### config.mk
export PLATFORM = sky130hd
export DESIGN_NAME = sc_stream_normalizer
export DESIGN_NICKNAME = d
export VERILOG_FILES = /design/src/rtl/sc_stream_normalizer.sv
export SDC_FILE = /design/constraint.sdc
export NUM_CORES = 1
export LEC_CHECK = 0
export ABC_AREA = 0
export CORE_MARGIN = 8
export CORE_UTILIZATION = 30
export CTS_CLUSTER_DIAMETER = 40
export DETAILED_ROUTE_END_ITERATION = 12
export DONT_BUFFER_PORTS = 1
export GPL_ROUTABILITY_DRIVEN = 0
export SLEW_MARGIN = 40
export SYNTH_ARGS = -nofsm -noshare
export SYNTH_HDL_FRONTEND = slang
export SYNTH_SLANG_ARGS = --single-unit
### constraint.sdc
create_clock -name clk -period 4.6 [get_ports clk]
set_input_delay 0.23 -clock clk [delete_from_list [all_inputs] [get_ports clk]]
set_output_delay 0.23 -clock clk [all_outputs]
set_load 0.01 [all_outputs]
### src/rtl/sc_stream_normalizer.sv
// Stochastic bitstream to normalized binary converter: counts the ones in LEN
// accepted stream bits, then emits mant = count << lz, exp = lz, zero flag.

module leading_zero_8 (
    input  logic [7:0] val_i,
    output logic [3:0] lz_o
);
    // Scanning upward lets the highest set bit overwrite the result last.
    always_comb begin
        lz_o = 4'd8;
        for (int i = 0; i < 8; i++) begin
            if (val_i[i]) lz_o = 4'(7 - i);
        end
    end
endmodule

module sc_stream_normalizer #(
    parameter int LEN = 255
) (
    input  logic       clk,
    input  logic       rst,
    input  logic       in_valid,
    input  logic       in_bit,
    output logic       in_ready,
    output logic       out_valid,
    input  logic       out_ready,
    output logic [7:0] mant,
    output logic [3:0] exp,
    output logic       zero
);
    typedef enum logic [1:0] {ACC, NORM, OUT} state_t;

    localparam logic [7:0] LAST_IDX = 8'(LEN - 1);

    state_t     state_q;
    logic [7:0] bitcnt_q;
    logic [7:0] ones_q;
    logic       in_ready_q;
    logic       out_valid_q;
    logic [7:0] mant_q;
    logic [3:0] exp_q;
    logic       zero_q;
    logic [3:0] lz;

    leading_zero_8 u_lz (
        .val_i (ones_q),
        .lz_o  (lz)
    );

    always_ff @(posedge clk) begin
        if (rst) begin
            state_q     <= ACC;
            bitcnt_q    <= 8'd0;
            ones_q      <= 8'd0;
            in_ready_q  <= 1'b1;
            out_valid_q <= 1'b0;
            mant_q      <= 8'd0;
            exp_q       <= 4'd0;
            zero_q      <= 1'b0;
        end else begin
            case (state_q)
                ACC: begin
                    if (in_valid && in_ready_q) begin
                        bitcnt_q <= bitcnt_q + 8'd1;
                        ones_q   <= ones_q + {7'd0, in_bit};
                        // The LEN-th bit is still counted before leaving ACC.
                        if (bitcnt_q == LAST_IDX) begin
                            state_q    <= NORM;
                            in_ready_q <= 1'b0;
                        end
                    end
                end
                NORM: begin
                    // A zero count gives lz=8, which shifts everything out.
                    mant_q      <= ones_q << lz;
                    exp_q       <= lz;
                    zero_q      <= (ones_q == 8'd0);
                    out_valid_q <= 1'b1;
                    state_q     <= OUT;
                end
                OUT: begin
                    if (out_ready) begin
                        out_valid_q <= 1'b0;
                        bitcnt_q    <= 8'd0;
                        ones_q      <= 8'd0;
                        in_ready_q  <= 1'b1;
                        state_q     <= ACC;
                    end
                end
                default: begin
                    state_q    <= ACC;
                    in_ready_q <= 1'b1;
                end
            endcase
        end
    end

    assign in_ready  = in_ready_q;
    assign out_valid = out_valid_q;
    assign mant      = mant_q;
    assign exp       = exp_q;
    assign zero      = zero_q;
endmodule

Word level (Yosys, flattened, before mapping):

Cells that the tools add are included.

* register bits after elaboration: 33
* input bits: 5
* output and inout port bits: 15
* word-level logic and storage cells: 50

* $add $sub $neg: 2
* equal/unequal tests: 6
* shift operators: 1
* multiplexer cells: 23
* bitwise gates (word level): 1
* reduce and logical (&&, ||, !) cells: 9

Operators with widths (count)
* 4-bit two-way mux: 8
* 8-bit one-hot mux with 2 select lines: 2
* 8-bit two-way mux: 3
* 8-bit by 1-bit adder with 8-bit output: 1
* 8-bit by 1-bit adder with 8-bit output (second input constant): 1
* 8-bit == test (second input constant): 1
* 8-bit zero test: 1
* 8-bit by 4-bit << shifter with 8-bit output: 1
* 2-bit two-way mux: 3
* 2-bit inequality test (second input constant): 3
* 2-bit one-hot mux with 3 select lines: 1
* 3-bit AND reduction: 2
* 1-bit two-way mux: 4
* 4-bit AND reduction: 1
* 2-bit nonzero test: 2
* 1-bit one-hot mux with 3 select lines: 1
* 2-bit by 1-bit == test with 1-bit output (second input constant): 1
* 2-bit == test (second input constant): 1
* 2-bit zero test: 1
* 1-bit one-hot mux with 2 select lines: 1
* 2-bit AND reduction: 1
* 1-bit logical AND: 1
* 1-bit NOT: 1

Logic depth before layout (Yosys ltp):

Gate-level depths: netlist (run 1).

* depth in word-level cells: 9
* depth in mapped cells: 6
* gate-level depth less buffers: 5

Modules after synthesis:

From an unflattened synthesis (run 1), not the netlist that was laid out.

* cell total of the unflattened synthesis: 214
* area total of the unflattened synthesis: 1749.2 µm²

Modules (own cells, without submodules)
* sc_stream_normalizer: times used 1, cells an instance 200, area each 1662.8 µm², sequential area each 660.6 µm²
* leading_zero_8: times used 1, cells an instance 14, area each 86.3 µm², sequential area each 0.0 µm²

Worst setup path after synthesis (run 1):

Ideal clock, no wire load.

* path type: flip-flop to flip-flop
* start point: reg ones_q[1]
* end point: reg mant_q[4] (netlist: mant[4])
* setup time: 0.117 ns
* arrival: 1.425 ns
* data required time: 4.483 ns
* setup slack: 3.058 ns
* cell stages (with the launch flop): 6
* buffers on the path: 0
* clock period less this slack: 1.542 ns
* cells stage by stage: dfxtp_1 > nand2b_2 > a2111oi_4 > o21ai_1 > a22o_1 > a22o_1

* word-level cells in the longest chain between the ends: 8

RTL lines
* start: declaration: line 37 `logic [7:0] ones_q;`
* start signal: assignment: line 65 `ones_q <= ones_q + {7'd0, in_bit};`
* 4-bit two-way mux (7 in series): line 12 `if (val_i[i]) lz_o = 4'(7 - i);`
* 8-bit by 4-bit << shifter with 8-bit output (*): line 75 `mant_q <= ones_q << lz;`
* end signal: assignment: line 75
* end: declaration: line 40 `logic [7:0] mant_q;`

Mark *: on every way between the ends. The rest lies on a longest branch, timed or not.
A chain may end at the register's enable or synchronous reset.

Worst setup path in the final report (run 1):

* start point: reg state_q[0]
* end point: reg mant_q[5] (netlist: mant[5])

* word-level cells in the longest chain between the ends: 1

RTL lines
* start: declaration: line 35 `state_t state_q;`
* start signal: assignment: line 52 `state_q <= ACC;`
* start signal: assignment: line 68 `state_q <= NORM;`
* start signal: assignment: line 79 `state_q <= OUT;`
* 2-bit by 1-bit == test with 1-bit output: line 61 `case (state_q)`

No other way between the ends.

==> results of run 1 <==
[cells in the final DEF, fill, tap and decap left out, types with 4 or more instances in the layout]
cell | Yosys | final
nand2_1 | 19 | 19
nand2b_1 | 4 | 4
nand3_1 | 5 | 5
nor2_1 | 32 | 32
o21ai_0 | 7 | 7
dfxtp_1 | 33 | 33
nand4_1 | 5 | 5
xor2_1 | 4 | 4
nor3_1 | 10 | 10
ha_1 | 4 | 4
clkbuf_8 | 4 | 7
nand3b_1 | 4 | 4
nor2b_1 | 5 | 5
inv_1 | 4 | 4
a21oi_1 | 13 | 13
xnor2_1 | 7 | 7
[metal layers]
metal / vias up / share of wire [%] / track usage (%)
met4: 0 / 1.4 / 4.83
met3: 6 / 9.7 / 4.56
li1: 722 / - / -
met2: 45 / 42 / 13.0
met5: - / 0 / 0
met1: 650 / 46 / 12.2
[worst reg2reg max path, delay by kind of cell (launching register included)]
family	cells	cell delay, ns
AO/OA/AOI/OAI	2	0.44
flip-flops	1	0.43
AND/OR/NAND/NOR	3	0.80
[through the flow]
stage / power, mW / worst slack, ns / hold WS (ns) / std cells / util, %
finish: 0.576 / 2.81 / 0.0155 / 276 / 33.2
floorplan: 0.329 / 3.06 / 0.412 / 206 / -
CTS: 0.582 / 2.83 / 0.00609 / 276 / 33.2
global route: 0.600 / 2.60 / 0.00710 / 276 / 33.2
global placement: 0.333 / 2.79 / 0.304 / 266 / 31.0
detailed placement: 0.333 / 2.85 / 0.307 / 266 / 31.0
[Yosys cell counts, types with 2 or more instances]
library cell	instances	area, um^2
a221o_1	2	20.0
and3_1	2	12.5
nand3_1	5	25.0
or3_1	3	18.8
nand3b_1	4	30.0
xnor2_1	7	61.3
o21ai_0	7	35.0
clkbuf_8	4	55.1
a22o_1	2	17.5
o31ai_1	2	15.0
xor2_1	4	35.0
clkbuf_1	2	7.51
nand2b_1	4	25.0
o21ai_1	2	10.0
nand2_1	19	71.3
a211oi_1	2	15.0
nor3_1	10	50.1
ha_1	4	50.1
a21o_1	2	15.0
nor2_1	32	120
dfxtp_1	33	661
inv_1	4	15.0
nor2b_1	5	31.3
a21oi_1	13	65.1
buf_2	4	20.0
o22ai_1	2	12.5
nand4_1	5	31.3
a22oi_1	2	15.0
[power by group through the flow]
stage                     logic (mW)  registers [mW]  clock network, mW
final                         0.0355           0.294              0.247
after detailed placement      0.0329           0.300                  0
after global routing          0.0402           0.294              0.266
after CTS                     0.0357           0.294              0.253
after floorplan               0.0299           0.299                  0
after global placement        0.0328           0.300                  0
[logic make-up (layout without fill, tap and decap cells)]
kind of cell,after synthesis,count (layout)
and+or+nand+nor,97,97
AOI/OAI and AO/OA,44,44
DFF,33,33
buffers and inverters,16,14
xor gates and xnor gates,11,11
adders and majority gates,4,4
muxes,1,1
[path summary, 6_finish.rpt]
check,start,to,cells after the start
min reg2reg,out_valid,out_valid,2
min,rst,exp[0],1
max,state_q[0],mant[5],5
max reg2reg,state_q[0],mant[5],5
[final cells by class]
| class | count | area (um^2) |
|---|---|---|
| Inverter | 4 | 15.0 |
| Clock buffer | 7 | 96.3 |
| Multi-Input combinational cell | 157 | 953 |
| Clock inverter | 1 | 5.00 |
| Timing Repair Buffer | 2 | 20.0 |
| Sequential cell | 33 | 661 |
| Tap cell | 72 | 90.1 |
| Fill cell | 608 | 3700 |
[registers in the layout, summed over array words and instances (netlist names)]
name and count:
state_q 2, bitcnt_q 8, zero 1, in_ready 1
exp 4, out_valid 1, mant 8, ones_q 8
[repair_timing]
item,in CTS,in global routing
endpoints found under the setup margin,0,0
hold endpoints to repair,9,0
resized for setup,0,0
hold buffers,2,0
==> results.json, run 1 <==
{
  "place_area_um2": 1720,
  "synth-main-ff-cell": "dfxtp_1",
  "synth-edff-count": 0,
  "rows": 27,
  "synth_top_family_by_area": "simple AND/OR/NAND/NOR gates",
  "dr.pass1.iters": 4,
  "synth_cell_type_count": 47,
  "clkSinkCount": 33,
  "syn_avg_cell_area_um2": 8.38,
  "status": "complete, no violations",
  "tns_ns": 0,
  "clock_latency_ns": 0.29,
  "tightest_slew_ns": 0.587,
  "die_h_um": 91.9,
  "cts_setup_buffers": 0,
  "p_per_area_nw_per_um2": 313,
  "ir_worst_vdd_mv": 0.156,
  "dp_hpwl_um": 2660,
  "wl_per_cell_um": 14.0,
  "path_cells": "nor2b_1 > nor2_1 > a221o_1 > nand2_1 > o21ai_0",
  "core_um2": 5540,
  "die_area_um2": 8440,
  "fin_skew_ns": 0.00984,
  "grt_antenna_before_repair": 0,
  "finalCritPeriodShare_pct": 38.9,
  "power_frac_seq_pct": 51.0,
  "antennaDiodeCount": 0,
  "endpoint_kind": "flip-flop",
  "area_growth_syn_to_layout_pct": 6.59,
  "switchingPower_mw": 0.136,
  "synthAdderAreaFrac_pct": 2.90,
  "crit_type": "flip-flop to flip-flop",
  "drt_drc_violations_left": 0,
  "grt_use_total_pct": 9.58,
  "io_pins": 20,
  "cts_buffers": 5,
  "synth-compound-area-share_pct": 17.8,
  "cp_slowest_stage_delay_ns": 0.54,
  "initial_core_util_pct": 31.2,
  "cts_tree": "built",
  "rsz0062_at_grt": "false",
  "grt_max_degree": 17,
  "portBuffers": 0,
  "setup_viol": 0,
  "grt_pass1_vias": 1338,
  "cts-root-buf": "clkbuf_8",
  "antenna_left": 0,
  "final_area_um2": 1840,
  "regToRegSetupSlack_ns": 2.81,
  "grt.overflow.total": 0,
  "cp_max_fo": 9,
  "synth_simple_gate_area_share_pct": 28.4,
  "fin_nets": 212,
  "htree_levels": 2,
  "path_delay_family": "simple AND/OR/NAND/NOR gates",
  "total_leakage_power_nw": 0.630,
  "hold_violations": 0,
  "cp_slowest_cell": "nor2b_1",
  "min_path_type": "input port to flip-flop",
  "finalMaxSlewViolations": 0,
  "synth_cells": 206,
  "grt_pass1_wl_um": 6580,
  "clk_pin_slew_ns": 0.07,
  "clock_power_share_pct": 42.8,
  "start_kind": "flip-flop",
  "async_flop_share_pct": 0,
  "die_w_um": 91.9,
  "muxShareOfSynthArea_pct": 0.580,
  "worst_slew_margin_rel_pct": 60.5,
  "first_iter_violations": 92,
  "via_count": 1423,
  "netlist_area_um2": 1730,
  "via_per_inst": 5.16,
  "cp.arrival_ns": 1.96,
  "cp.required_ns": 4.77,
  "ys_seq_area_share_pct": 38.3,
  "layout-drive-gt1-share_pct": 6.37,
  "synth_xor_area_share_pct": 5.58,
  "p_int_mw": 0.440,
  "clock.fmax_mhz": 559,
  "ys_ff_latch": 33,
  "syn-num-nets": 215,
  "period_minus_slack_ns": 1.79,
  "cts.path.max_buffers": 2,
  "maxCapViolCount": 0,
  "p_sw_share_pct": 23.7,
  "worst-path-buf-inv": 0,
  "wirelength_um": 3870,
  "combPwrFrac_pct": 6.2,
  "yosysWarnings": 0
}
Power figures use the tool's default switching activity.
==> inputs of run 2 (changes only) <==
- ABC_AREA: 0 -> 1
- clock period: 4.6 -> 1.47 ns (I/O delays scaled with it)
==> run 2 against run 1 <==
Against the previous run: count of clock-buffer cells in the layout down 2; clock skew down 0.0052 ns; critical path depth up 7; wire length up 4.8%; critical path type unchanged; largest cell class unchanged; largest power group unchanged; highest routed layer unchanged.
==> results.json, run 2 <==
{
  "antenna_left": 0,
  "synth.most_common_cell": "nand2_1",
  "clock_latency_ns": 0.28,
  "timing.rr.start": "ones_q[0]",
  "hold_violations": 0,
  "finalCritPeriodShare_pct": 96.4,
  "setup_ws_ns": 0.0524,
  "pre_cts_slack_ns": -0.0135,
  "clkSinkCount": 33,
  "synth_top_area_share_pct": 39.9,
  "reg2regPathDepth": 12,
  "synth-edff-count": 0,
  "crit_type": "flip-flop to flip-flop",
  "die_h_um": 90.3,
  "cts_tree": "built",
  "final_area_um2": 2170,
  "via_per_inst": 4.67,
  "netlist_area_um2": 1660,
  "grt_antenna_before_repair": 0,
  "whs_path_depth": 3,
  "final_cell_mix": "nand2_1, buf_4, dfxtp_1, a21oi_1, inv_1",
  "clock_power_share_pct": 35.9,
  "htree_levels": 2,
  "min_path_type": "input port to flip-flop",
  "hold_end": "state_q[1]",
  "layout-drive-gt1-share_pct": 35.0,
  "path_cells": "nand2_2 > nand2_1 > nand2_1 > nand2_1 > nand2_2 > nand2_4 > buf_6 > nor2_4 > nand2_1 > a21oi_1 > nand2_1 > a21oi_1",
  "finalMaxSlewViolations": 0,
  "cts.path.max_buffers": 2,
  "synth_cell_type_count": 31,
  "fin_skew_ns": 0.00467,
  "fin_nets": 270,
  "async_flop_share_pct": 0,
  "cp_slowest_cell": "dfxtp_4",
  "first_iter_violations": 48,
  "total_leakage_power_nw": 0.873,
  "path_delay_family": "simple AND/OR/NAND/NOR gates",
  "wirelength_um": 4060,
  "drt_drc_violations_left": 0,
  "die_area_um2": 8160,
  "rsz0062_at_grt": "true",
  "initial_core_util_pct": 30.6,
  "r2r-end": "mant[4]",
  "final_common_cell": "nand2_1",
  "grt_pass1_vias": 1524,
  "tns_ns": 0,
  "p_int_mw": 1.30,
  "worst_slew_margin_rel_pct": 56.4,
  "core_um2": 5410,
  "nFillCells": 584,
  "switchingPower_mw": 0.439,
  "cp_slowest_stage_delay_ns": 0.36,
  "setup_viol": 0,
  "maxCapViolCount": 0,
  "multi_input_area_um2": 965,
  "synth_cells": 224,
  "dp_hpwl_um": 2970,
  "power_frac_seq_pct": 52.5,
  "tightest_slew_ns": 0.653,
  "synth_area_leaders": "dfxtp_1, nand2_1, a21oi_1",
  "grt.overflow.total": 0,
  "fin_util_pct": 40.1,
  "ir_worst_vdd_mv": 0.403,
  "yosys.area.top_type": "dfxtp_1",
  "grt_pass1_wl_um": 6930,
  "combPwrFrac_pct": 11.6,
  "regArea_um2": 671,
  "p_per_area_nw_per_um2": 801,
  "place_area_um2": 1890,
  "regToRegSetupSlack_ns": 0.05,
  "cp_max_fo": 6,
  "clk_pin_slew_ns": 0.07,
  "yosysWarnings": 0,
  "start_kind": "flip-flop",
  "grt_max_degree": 15,
  "syn_avg_cell_area_um2": 7.40,
  "via_count": 1552,
  "cp.arrival_ns": 1.63,
  "worst-path-buf-inv": 1,
  "period_minus_slack_ns": 1.42,
  "status": "complete, no violations",
  "endpoint_kind": "flip-flop",
  "area_growth_syn_to_layout_pct": 30.7,
  "p_sw_share_pct": 25.3,
  "dr.pass1.iters": 6,
  "ys_seq_area_share_pct": 39.9,
  "rows": 27,
  "cts_buffers": 5,
  "syn-num-nets": 233,
  "cp.required_ns": 1.68,
  "wl_per_cell_um": 12.2,
  "die_w_um": 90.3,
  "clock.fmax_mhz": 705,
  "cts-root-buf": "clkbuf_8",
  "grt_use_total_pct": 10.0,
  "critPathMostFrequentCell": "nand2_1",
  "portBuffers": 0,
  "ys_top_cells_by_count": "nand2_1, dfxtp_1, inv_1, a21oi_1, nor2_1",
  "hold_start": "out_ready",
  "antennaDiodeCount": 0,
  "io_pins": 20,
  "ys_ff_latch": 33,
  "synth-main-ff-cell": "dfxtp_1"
}
run 2: stage by stage:
step                      power, mW  cells  hold slack (ns)
final                          1.73    332          0.00141
after global routing           1.81    332           0.0359
after CTS                      1.72    321          0.00349
after detailed placement       1.08    314            0.147
after global placement         1.08    314            0.145
after floorplan                1.04    224            0.143
run 2: worst register-to-register path: cells and delay by family (launching register included):
family / cells / cell delay [ns]
AOI/OAI and AO/OA: 2 / 0.22
buffers and inverters: 1 / 0.15
DFF: 1 / 0.36
and+or+nand+nor: 9 / 0.63
run 2: cells by family (layout without fill, tap and decap cells):
kind of cell	Yosys count	count (layout)	share of synthesized area, %
flops	33	33	39.9
fa+ha+maj	4	4	3.02
compound gates	44	44	15.2
buf+inv	32	68	7.40
xor+xnor	1	1	0.529
simple gates	110	110	34.0
run 2: metal layers:
layer / track usage (%) / wire (um) / vias up
met5: 0 / 0 / -
met4: 2.50 / 38 / 0
met3: 3.41 / 285 / 9
met2: 17.1 / 1970 / 32
met1: 11.8 / 1770 / 701
li1: - / - / 810
run 2: how the worst max path moves through the flow:
stage                     startpoint     endpoint  slack [ns]  cells past startpoint
after detailed placement  state_q[1]  bitcnt_q[6]       -0.01                      9
after global routing       ones_q[0]      mant[6]        -0.1                     10
after CTS                 state_q[1]  bitcnt_q[6]        0.02                      9
after global placement    state_q[1]  bitcnt_q[6]        0.02                      9
after floorplan           state_q[0]  bitcnt_q[6]        0.13                      8
final                      ones_q[0]      mant[4]        0.05                     12
run 2: power groups by stage:
stage               Sequential [mW]  Combinational, mW  Clock [mW]
floorplan                     0.928              0.112           0
global placement              0.928              0.150           0
detailed placement            0.929              0.152           0
CTS                           0.909              0.161       0.651
global route                  0.911              0.227       0.669
finish                        0.910              0.201       0.623
run 2: final cells by class:
cell class                 count  share of cell area, %
clock inverter                 1                  0.231
tap                           72                   4.16
clock buffer                   5                   3.18
timing repair buffer          32                   11.4
inverter                      30                   5.55
multi-input combinational    159                   44.5
sequential                    33                   31.0
run 2: what timing repair did:
item,4_1_cts,5_1_grt
hold buffers,1,0
endpoints found under the hold margin,14,0
buffers inserted,0,11
resized for setup,1,41
pin swaps,0,13
setup endpoints to repair,1,17
==> inputs of run 3 (changes only) <==
- PLACE_DENSITY: default -> 0.47
==> run 3 against run 2 <==
Against the previous run: global-route usage grew 0.32 points; highest routed layer unchanged; non-clock buffer count rose by 1; via count increased by 1.1%; cell count up 1.2%; largest power group unchanged.
==> results.json, run 3 (synthesized netlist as in run 2, its figures left out) <==
{
  "whs_ns": 0.0562,
  "via_per_inst": 4.67,
  "clk_pin_slew_ns": 0.07,
  "cts_buffers": 5,
  "portBuffers": 0,
  "tightest_slew_ns": 0.563,
  "drt_drc_violations_left": 0,
  "clock.fmax_mhz": 696,
  "area_growth_syn_to_layout_pct": 35.7,
  "maxCapViolCount": 0,
  "grt.overflow.total": 0,
  "ir_worst_vdd_mv": 0.525,
  "grt_use_total_pct": 10.4,
  "cts_tree": "built",
  "p_per_area_nw_per_um2": 890,
  "finalMaxSlewViolations": 0,
  "htree_levels": 2,
  "drt-met1-wl_um": 1890,
  "wl_per_cell_um": 12.8,
  "total_leakage_power_nw": 0.902,
  "final_cell_mix": "nand2_1, buf_4, dfxtp_1, a21oi_1, inv_1",
  "antenna_left": 0,
  "hold_violations": 0,
  "cp.required_ns": 1.69,
  "grt_max_degree": 15,
  "final_area_um2": 2250,
  "dp_hpwl_um": 3090,
  "die_w_um": 90.3,
  "start_kind": "flip-flop",
  "fin_skew_ns": 0.00298,
  "setup_viol": 0,
  "min_path_type": "input port to flip-flop",
  "dp_cells": 314,
  "grt_pass1_vias": 1531,
  "dr.max_layer_used": "met4",
  "wirelength_um": 4300,
  "grt_antenna_before_repair": 0,
  "finalCritPeriodShare_pct": 97.7,
  "setup_ws_ns": 0.0338,
  "status": "complete, no violations",
  "met2_length_um": 2140,
  "clkSinkCount": 33,
  "rows": 27,
  "cp.arrival_ns": 1.65,
  "fin_nets": 272,
  "wl_met3_um": 234,
  "cts-root-buf": "clkbuf_8",
  "die_area_um2": 8160,
  "tns_ns": 0,
  "clock_latency_ns": 0.29,
  "pre_cts_slack_ns": -0.0393,
  "rsz0062_at_grt": "true",
  "worst_slew_margin_rel_pct": 62.3,
  "via_count": 1569,
  "period_minus_slack_ns": 1.44,
  "endpoint_kind": "flip-flop",
  "dr.pass1.iters": 4,
  "layout-drive-gt1-share_pct": 33.0,
  "cts.path.max_buffers": 2,
  "place_area_um2": 1900,
  "io_pins": 20,
  "stdcell_count": 336,
  "final_common_cell": "nand2_1",
  "grt_pass1_wl_um": 7040,
  "crit_type": "flip-flop to flip-flop",
  "die_h_um": 90.3,
  "first_iter_violations": 80,
  "cp_max_fo": 6,
  "initial_core_util_pct": 30.6,
  "core_um2": 5410,
  "antennaDiodeCount": 0
}
## run 3: metal layers
metal  track usage (%)  vias to the layer above
met5                 0                        -
met3              3.82                        7
met4              2.91                        0
met2              17.7                       25
met1              11.7                      720
li1                  -                      817
## run 3: layout make-up
| type | instances | area [um^2] |
|---|---|---|
| Multi-Input combinational cell | 160 | 981 |
| Fill cell | 568 | 3160 |
| Tap cell | 72 | 90.1 |
| Sequential cell | 33 | 673 |
| Timing Repair Buffer | 33 | 265 |
| Inverter | 30 | 123 |
| Clock buffer | 7 | 86.3 |
| Clock inverter | 1 | 30.0 |
## run 3: power breakdown
group | internal [mW] | total, mW | switching [mW]
Clock | 0.553 | 0.894 | 0.341
Sequential | 0.900 | 0.906 | 0.00614
Combinational | 0.0801 | 0.201 | 0.121
Total | 1.53 | 2.00 | 0.468
## run 3: through the flow
step           total power [mW]  util, %
5_1_grt                    2.08     41.6
4_1_cts                    2.00     38.2
6_report                   2.00     41.6
2_1_floorplan              1.04        -
3_5_place_dp               1.08     35.2
3_3_place_gp               1.08     35.2
## run 3: repair_timing
item | CTS | global route
endpoints found under the setup margin | 4 | 14
pin swaps | 1 | 10
hold endpoints to repair | 15 | 0
resized for setup | 2 | 38
buffers inserted | 3 | 8
hold buffers | 2 | 0
gates cloned | 0 | 1
## run 3: path summary, 6_finish.rpt
check              startpoint           to  slack (ns)  cells after the start
setup / recovery   state_q[1]    ones_q[7]        0.03                     10
hold / removal            rst      mant[5]        0.06                      3
setup reg to reg   state_q[1]    ones_q[7]        0.03                     10
hold reg to reg   bitcnt_q[7]  bitcnt_q[7]        0.45                      1
## run 3: critical path: stages, from the launching register on
cell and delay, ns:
dfxtp_4 0.37, inv_4 0.05, nor2_4 0.09, nand2_2 0.10, nand2_4 0.13, inv_6 0.05, nor2_4 0.15, nand4_4 0.13
nor2_4 0.12, o21ai_1 0.06, a21oi_1 0.11
